$ cat src/rtl/vpu_dispatch.sv
// vpu_dispatch: instruction front end for the SIMD/scalar VPU.
// Buffers packed instructions in a small FIFO, unpacks the head entry onto the
// VPU field bus, pulses vpu_start once, and holds the fields until vpu_done.
// Also counts retired instructions and runs a watchdog on the WAIT phase.
module vpu_dispatch #(
  parameter int DEPTH       = 4,
  parameter int INSTR_W     = 96,
  parameter int TIMEOUT_CYC = 1024,
  parameter int CNT_W       = 16
) (
  input  logic               clk,
  input  logic               rst,
  input  logic               in_valid,
  output logic               in_ready,
  input  logic [INSTR_W-1:0] in_instr,
  input  logic               flush,
  input  logic               clear_err,
  output logic               vpu_start,
  input  logic               vpu_done,
  output logic [2:0]         vpu_type,
  output logic [2:0]         vreg_dst,
  output logic [2:0]         vreg_a,
  output logic [2:0]         vreg_b,
  output logic [2:0]         vpu_opcode,
  output logic               scalar_b,
  output logic [12:0]        addr_a,
  output logic [12:0]        addr_b,
  output logic [12:0]        addr_out,
  output logic [12:0]        addr_const,
  output logic [9:0]         opcode,
  output logic               busy,
  output logic               idle,
  output logic [CNT_W-1:0]   retired,
  output logic               err_timeout
);

  // Bits above the addr_const field carry no meaning, so only the used low
  // part of each instruction is stored.
  localparam int FIELD_W = 78;
  localparam int PTR_W   = (DEPTH > 1) ? $clog2(DEPTH) : 1;
  localparam int LVL_W   = PTR_W + 1;
  localparam int WD_W    = $clog2(TIMEOUT_CYC + 1);

  typedef enum logic [1:0] {
    S_IDLE  = 2'd0,
    S_ISSUE = 2'd1,
    S_WAIT  = 2'd2
  } state_t;

  state_t             state;
  logic [FIELD_W-1:0] mem [DEPTH];
  logic [PTR_W-1:0]   wr_ptr;
  logic [PTR_W-1:0]   rd_ptr;
  logic [LVL_W-1:0]   level;
  logic [WD_W-1:0]    wd_cnt;
  logic [FIELD_W-1:0] head;
  logic               full;
  logic               empty;
  logic               push;
  logic               pop;

  assign full     = (level == LVL_W'(DEPTH));
  assign empty    = (level == '0);
  assign in_ready = !full;
  assign push     = in_valid && !full && !flush;
  assign pop      = (state == S_IDLE) && !empty && !flush;
  assign head     = mem[rd_ptr];
  assign busy     = (state != S_IDLE);
  assign idle     = (state == S_IDLE) && empty;

  // Instruction storage; data only, never reset.
  always_ff @(posedge clk) begin
    if (push) begin
      mem[wr_ptr] <= in_instr[FIELD_W-1:0];
    end
  end

  // FIFO pointers and fill level; flush discards queued entries and any push.
  always_ff @(posedge clk or posedge rst) begin
    if (rst) begin
      wr_ptr <= '0;
      rd_ptr <= '0;
      level  <= '0;
    end else if (flush) begin
      wr_ptr <= '0;
      rd_ptr <= '0;
      level  <= '0;
    end else begin
      if (push) begin
        wr_ptr <= (wr_ptr == PTR_W'(DEPTH - 1)) ? '0 : wr_ptr + 1'b1;
      end
      if (pop) begin
        rd_ptr <= (rd_ptr == PTR_W'(DEPTH - 1)) ? '0 : rd_ptr + 1'b1;
      end
      if (push && !pop) begin
        level <= level + 1'b1;
      end else if (pop && !push) begin
        level <= level - 1'b1;
      end
    end
  end

  // Issue FSM: latch head fields, pulse start, wait for done or watchdog expiry.
  always_ff @(posedge clk or posedge rst) begin
    if (rst) begin
      state       <= S_IDLE;
      vpu_start   <= 1'b0;
      vpu_type    <= '0;
      vreg_dst    <= '0;
      vreg_a      <= '0;
      vreg_b      <= '0;
      vpu_opcode  <= '0;
      scalar_b    <= 1'b0;
      addr_a      <= '0;
      addr_b      <= '0;
      addr_out    <= '0;
      opcode      <= '0;
      addr_const  <= '0;
      wd_cnt      <= '0;
      retired     <= '0;
      err_timeout <= 1'b0;
    end else begin
      vpu_start <= 1'b0;
      // A watchdog expiry later in this block overrides a same-cycle clear.
      if (clear_err) begin
        err_timeout <= 1'b0;
      end
      case (state)
        S_IDLE: begin
          if (pop) begin
            vpu_type   <= head[2:0];
            vreg_dst   <= head[5:3];
            vreg_a     <= head[8:6];
            vreg_b     <= head[11:9];
            vpu_opcode <= head[14:12];
            scalar_b   <= head[15];
            addr_a     <= head[28:16];
            addr_b     <= head[41:29];
            addr_out   <= head[54:42];
            opcode     <= head[64:55];
            addr_const <= head[77:65];
            vpu_start  <= 1'b1;
            state      <= S_ISSUE;
          end
        end
        S_ISSUE: begin
          wd_cnt <= '0;
          state  <= S_WAIT;
        end
        S_WAIT: begin
          if (vpu_done) begin
            retired <= retired + 1'b1;
            state   <= S_IDLE;
          end else if (wd_cnt == WD_W'(TIMEOUT_CYC - 1)) begin
            err_timeout <= 1'b1;
            state       <= S_IDLE;
          end else begin
            wd_cnt <= wd_cnt + 1'b1;
          end
        end
        default: begin
          state <= S_IDLE;
        end
      endcase
    end
  end

endmodule

$ cat config.mk
export PLATFORM = sky130hd
export DESIGN_NAME = vpu_dispatch
export DESIGN_NICKNAME = d
export VERILOG_FILES = /design/src/rtl/vpu_dispatch.sv
export SDC_FILE = /design/constraint.sdc
export NUM_CORES = 1
export LEC_CHECK = 0
export CORE_ASPECT_RATIO = 1.25
export CORE_MARGIN = 2
export CORE_UTILIZATION = 36
export CTS_CLUSTER_DIAMETER = 60
export DETAILED_ROUTE_END_ITERATION = 16
export GPL_ROUTABILITY_DRIVEN = 0
export SYNTH_ARGS = -nofsm -noshare
export SYNTH_HDL_FRONTEND = slang
export SYNTH_SLANG_ARGS = --single-unit
$ cat constraint.sdc
create_clock -name clk -period 12.2 [get_ports clk]
set_clock_uncertainty 0.15 [all_clocks]
set_input_delay 2.44 -clock clk [delete_from_list [all_inputs] [get_ports clk]]
set_output_delay 2.44 -clock clk [all_outputs]
set_load 0.1 [all_outputs]
==> results_dict.tcl, run 1 <==
set metrics [dict create \
    cts.sinks 428 \
    hold_class "reg2reg" \
    drt_wl_total_um 32200 \
    finalInstanceArea_um2 20100 \
    synth_top_cell_by_area "edfxtp_1" \
    netSwitchingFraction_pct 40.1 \
    finalSetupTns_ns 0 \
    cp-end-kind "primary output" \
    grt.overflow.total 0 \
    drtAntennaViolNets 0 \
    synth_edf_count 312 \
    worstPathRequired_ns 9.61 \
    p_sw_mw 2.19 \
    wl_per_cell_um 20.3 \
    cts-buffers-inserted 45 \
    cts_tree "done" \
    vias 7833 \
    setup_violations 0 \
    die_x_um 193 \
    synth_cells 774 \
    syn2layout_area_growth_pct 25.1 \
    core_um2 44100 \
    netlist.area_leader.share_pct 58.2 \
    path_class "reg2out" \
    synthArstFlopShare_pct 27.1 \
    rows 86 \
    crit_arrival_ns 2.77 \
    slowest_delay_ns 1.16 \
    cts_resized 0 \
    p_clk_share_pct 26.3 \
    final_cells 1589 \
    dp_hpwl_um 18700 \
    slew_headroom_pct 25.7 \
    synth_fp_nets 884 \
    syn_area_per_cell_um2 20.8 \
    final_max_slew_viol_count 0 \
    rsz0062_at_grt "no" \
    ctsHtreeMaxLevel 2 \
    path_max_fanout 11 \
    grt_pass1_wl_um 49400 \
    leakagePower_nw 6.92 \
    grtUsageTotal_pct 14.3 \
    yosysMostFrequentCell "edfxtp_1" \
    critPathLaunchType "flop" \
    drive_gt1_share_pct 17.9 \
    p_int_mw 3.27 \
    post_cts_buffers 0 \
    crit_chain "nor2_2 > clkinv_1 > nor2_1 > clkdlybuf4s50_1" \
    dp_cells 1506 \
    cts_root_buffer "clkbuf_16" \
    remaining_drc_errors 0 \
    nNetsFinal 1091 \
    finalHoldViolCount 0 \
    synth_area_um2 16100 \
    drtPass1Iterations 4 \
    maxCapViolCount 0 \
    first_global_vias 8523 \
    fmax_mhz 187 \
    clk_pin_slew_ns 0.06 \
    peakVddDrop_uv 170 \
    grt_max_degree 62 \
    ys_ff_latch 428 \
    seqPwrFrac_pct 35.2 \
    clockBufferDepth 3 \
    ys.flop_type "edfxtp_1" \
    antenna_found_initial 3 \
    drt-initial-drc-count 307 \
    cp_num_buf_inv 2 \
    io_buffer_count 182 \
    hold_ws_ns 0.333 \
    ys_types 55 \
    cp_top_family "buffers and inverters" \
    cpMaxStageDelayCell "clkdlybuf4s50_1" \
    placedInstanceArea_um2 18600 \
    worst_slew_pin_slew_ns 1.11 \
    worst_slack_ns 6.84 \
    start_util_pct 36.5 \
    ys_warn_count 0 \
    p_comb_share_pct 38.4 \
    cts_hold_buf 0 \
    synth_top_cells_by_count "edfxtp_1 (312), dfrtp_1 (116), mux4_2 (78)" \
    fin_crit_ns 5.36 \
    antenna_cells 0 \
    design.die.area_um2 46400 \
    place_ws_ns 6.69 \
    ys_top_cells_by_area "edfxtp_1 (58%), dfrtp_1 (18%), mux4_2 (11%), mux2_1 (4.9%), mux2_2 (0.70%)" \
    power_density_nw_per_um2 271 \
    status "complete, no violations" \
    period_share_pct 43.9 \
    die_h_um 240 \
    io_pins 201 \
    worstSkewPairLatency_ns 0.57 \
    seq_area_frac_synth_pct 76.3 \
    viasPerCell 4.93 \
]
power groups by stage:
| stage | Combinational, mW | Sequential (mW) | Clock [mW] |
|---|---|---|---|
| finish | 2.10 | 1.92 | 1.44 |
| global route | 2.19 | 1.96 | 1.54 |
| CTS | 2.13 | 1.93 | 1.48 |
| detailed placement | 2.12 | 1.96 | 0 |
| global placement | 2.11 | 1.95 | 0 |
| floorplan | 0.640 | 2.91 | 0 |
logic make-up (layout without fill, tap and decap cells):
family | count (synthesis) | count (layout) | share of synthesized area (%)
AO/OA/AOI/OAI | 25 | 25 | 1.06
adder cells (fa/ha/maj) | 8 | 8 | 0.669
multiplexers | 161 | 161 | 16.7
XOR/XNOR | 16 | 16 | 0.871
AND/OR/NAND/NOR | 93 | 93 | 3.17
buffers and inverters | 43 | 286 | 1.22
flip-flops | 428 | 428 | 76.3
area by class of cell:
| cell class | count | area [um2] |
|---|---|---|
| clock buffers | 56 | 1200 |
| repair buffers | 191 | 1890 |
| multi-input cells | 303 | 3630 |
| flip-flops and latches | 428 | 12300 |
| well taps | 572 | 716 |
| fillers | 3828 | 24000 |
| clock inverters | 27 | 369 |
| inverters | 12 | 50.0 |
sequential cells by signal, summed over array words and instances, names as in the netlist, 2 cells and up:
signal and flops:
wr_ptr 2, vreg_dst 3, addr_const 13, rd_ptr 2, state 2, vpu_opcode 3, wd_cnt 11, vreg_a 3
vpu_type 3, vreg_b 3, addr_a 13, level 3, retired 16, opcode 10, addr_out 13, mem 312
addr_b 13
final timing paths:
path / start / endpoint / slack [ns] / depth (start not counted)
hold reg to reg: opcode[5] / opcode[5] / 0.33 / 1
setup reg to reg: rd_ptr[0] / vpu_type[0] / 9.15 / 3
hold / removal: opcode[5] / opcode[5] / 0.33 / 1
min in group asynchronous: rst / addr_a[1] / 2.18 / 2
setup / recovery: state[1] / idle / 6.84 / 4
max in group asynchronous: rst / rd_ptr[0] / 8.31 / 3
stage by stage:
step | utilization (%) | total power [mW]
floorplan | - | 3.55
global placement | 42.1 | 4.07
detailed placement | 42.1 | 4.09
CTS | 45.6 | 5.55
global route | 45.6 | 5.69
finish | 45.6 | 5.46
cell usage in the layout, fill, tap and decap left out, types with 6 or more instances in the layout:
cell type	count
xor2_1	9
inv_1	9
clkdlybuf4s50_1	182
nor2_1	16
nand3_1	9
a21oi_1	8
mux2_2	10
mux2_1	70
clkbuf_16	45
mux4_2	78
xnor2_1	7
dfrtp_1	114
nand4_1	6
bufinv_16	8
nand2_1	24
clkbuf_1	8
buf_4	9
clkinv_2	9
ha_1	7
edfxtp_1	312
routing by layer:
metal	global-route usage (%)	vias to the layer above	part of all wire [%]
met2	24.0	184	50
met4	4.96	6	2.3
li1	-	3502	-
met1	17.4	4082	41
met3	4.28	59	6.6
met5	0	-	0.099
(Power assumes the default switching activity.)
==> run 2, diff against run 1 <==
==> constraint.sdc (replaced) <==
create_clock -name clk -period 5 [get_ports clk]
set_clock_uncertainty 0.15 [all_clocks]
set_input_delay 1 -clock clk [delete_from_list [all_inputs] [get_ports clk]]
set_output_delay 1 -clock clk [all_outputs]
set_load 0.1 [all_outputs]
==> run 2 against run 1 <==
- clock power increased by 130%
- wire length barely moved
- via count is essentially flat
- clock-buffer cell count unchanged
- total power increased by 140%
- largest power group unchanged
==> results_dict.tcl, run 2 (synthesis results as in run 1) <==
set metrics [dict create \
    leakagePower_nw 6.92 \
    placedInstanceArea_um2 18700 \
    worst_slew_pin_slew_ns 1.08 \
    drt-initial-drc-count 367 \
    finalInstanceArea_um2 20100 \
    power_density_nw_per_um2 652 \
    top_register "mem" \
    grt_pass1_wl_um 49400 \
    path_max_fanout 11 \
    cts_tree "done" \
    layout_commonest_cell "edfxtp_1" \
    clk_pin_slew_ns 0.06 \
    io_buffer_count 182 \
    largest_reg_flops 312 \
    rrSetupSlack_ns 2.20 \
    core_um2 44100 \
    post_cts_buffers 0 \
    vias 7836 \
    antenna_found_initial 2 \
    r2r_start "level[1]" \
    remaining_drc_errors 0 \
    peakVddDrop_uv 584 \
    viasPerCell 4.91 \
    cts_hold_buf 0 \
    io_pins 201 \
    antenna_cells 0 \
    maxCapViolCount 0 \
    drive_gt1_share_pct 18.3 \
    reg.largest.list "mem: 312 flops, retired: 16 flops" \
    start_util_pct 36.5 \
    die_h_um 240 \
    design.die.area_um2 46400 \
    drtAntennaViolNets 0 \
    worstSkewPairLatency_ns 0.57 \
    startpoint "state[1]" \
    reg2reg_depth 10 \
    cts_root_buffer "clkbuf_16" \
    drtPass1Iterations 5 \
    fill_cells 3784 \
    nNetsFinal 1098 \
    status "complete, no violations" \
    fmax_mhz 256 \
    fin_crit_ns 3.90 \
    cts.sinks 428 \
    slew_headroom_pct 27.6 \
    path_class "reg2out" \
    cp-endpoint "idle" \
    grt.overflow.total 0 \
    cp-end-kind "primary output" \
    critPathLaunchType "flop" \
    first_global_vias 8412 \
    drt_wl_total_um 32200 \
    setup_violations 0 \
    cts_resized 0 \
    rsz0062_at_grt "no" \
    wl_per_cell_um 20.2 \
    clockBufferDepth 3 \
    syn2layout_area_growth_pct 25.2 \
    worstPathRequired_ns 3.85 \
    finalSetupTns_ns 0 \
    grtUsageTotal_pct 14.4 \
    layout_common_cells "edfxtp_1 (312), clkdlybuf4s50_1 (182), dfrtp_1 (114)" \
    period_share_pct 78.1 \
    final_max_slew_viol_count 0 \
    rows 86 \
    die_x_um 193 \
    finalHoldViolCount 0 \
    ctsHtreeMaxLevel 2 \
    cts-buffers-inserted 45 \
    grt_max_degree 80 \
    dp_hpwl_um 18800 \
    hold_class "reg2reg" \
    crit_arrival_ns 2.75 \
    rr_endpoint "level[2]" \
]
[run 2: cell types whose count changed in the layout (fill, tap and decap cells not counted)]
cell / delta
buf_12: +5
buf_4: +2
clkbuf_8: -1
clkinvlp_4: +1
clkbuf_1: +1
bufinv_16: -4
inv_8: +1
clkinv_4: +1
[run 2: worst max-delay path, stage by stage, from the launching register on]
cell and delay [ns]:
dfrtp_1 0.49, nor2_2 0.30, clkinv_1 0.13, nor2_1 0.10, clkdlybuf4s50_1 1.16
[run 2: worst min-delay path by stage]
| stage | start | to | slack (ns) | cells past startpoint |
|---|---|---|---|---|
| 6_report | retired[15] | retired[15] | 0.32 | 1 |
| 3_3_place_gp | retired[15] | retired[15] | 0.31 | 1 |
| 2_1_floorplan | wd_cnt[9] | wd_cnt[9] | 0.31 | 1 |
| 4_1_cts | retired[15] | retired[15] | 0.32 | 1 |
| 3_5_place_dp | retired[15] | retired[15] | 0.31 | 1 |
| 5_1_grt | retired[15] | retired[15] | 0.34 | 1 |
[run 2: area by class of cell]
class | count | area, um2 | share of cell area (%)
clock buffers | 56 | 1190 | 5.90
well taps | 572 | 716 | 3.55
clock inverters | 26 | 277 | 1.37
multi-input cells | 303 | 3630 | 18.0
inverters | 12 | 50.0 | 0.249
repair buffers | 198 | 2000 | 9.95
flip-flops and latches | 428 | 12300 | 61.0
[run 2: routing by layer]
metal | up-vias | routed length (um) | GRT usage (%)
met4 | 4 | 705 | 4.22
met2 | 183 | 15600 | 23.8
met3 | 57 | 2270 | 4.89
met5 | - | 27 | 0
met1 | 4074 | 13600 | 17.9
li1 | 3518 | - | -
[run 2: metrics by stage]
| stage | cells | power, mW | util (%) | worst slack (ns) | hold WS, ns |
|---|---|---|---|---|---|
| after floorplan | 774 | 8.67 | - | 0.778 | 0.314 |
| after global placement | 1513 | 9.95 | 42.3 | 1.36 | 0.308 |
| after detailed placement | 1513 | 10.0 | 42.3 | 1.31 | 0.314 |
| after CTS | 1595 | 13.4 | 45.6 | 1.03 | 0.323 |
| after global routing | 1595 | 13.7 | 45.6 | 0.925 | 0.345 |
| final | 1595 | 13.1 | 45.6 | 1.10 | 0.317 |
[run 2: where the power goes]
part | switching [mW] | leakage, nW | total [mW] | internal [mW]
clock | 1.38 | 0.710 | 3.29 | 1.91
combinational | 3.59 | 1.95 | 5.12 | 1.53
sequential | 0.380 | 4.26 | 4.72 | 4.34
total | 5.35 | 6.92 | 13.1 | 7.78
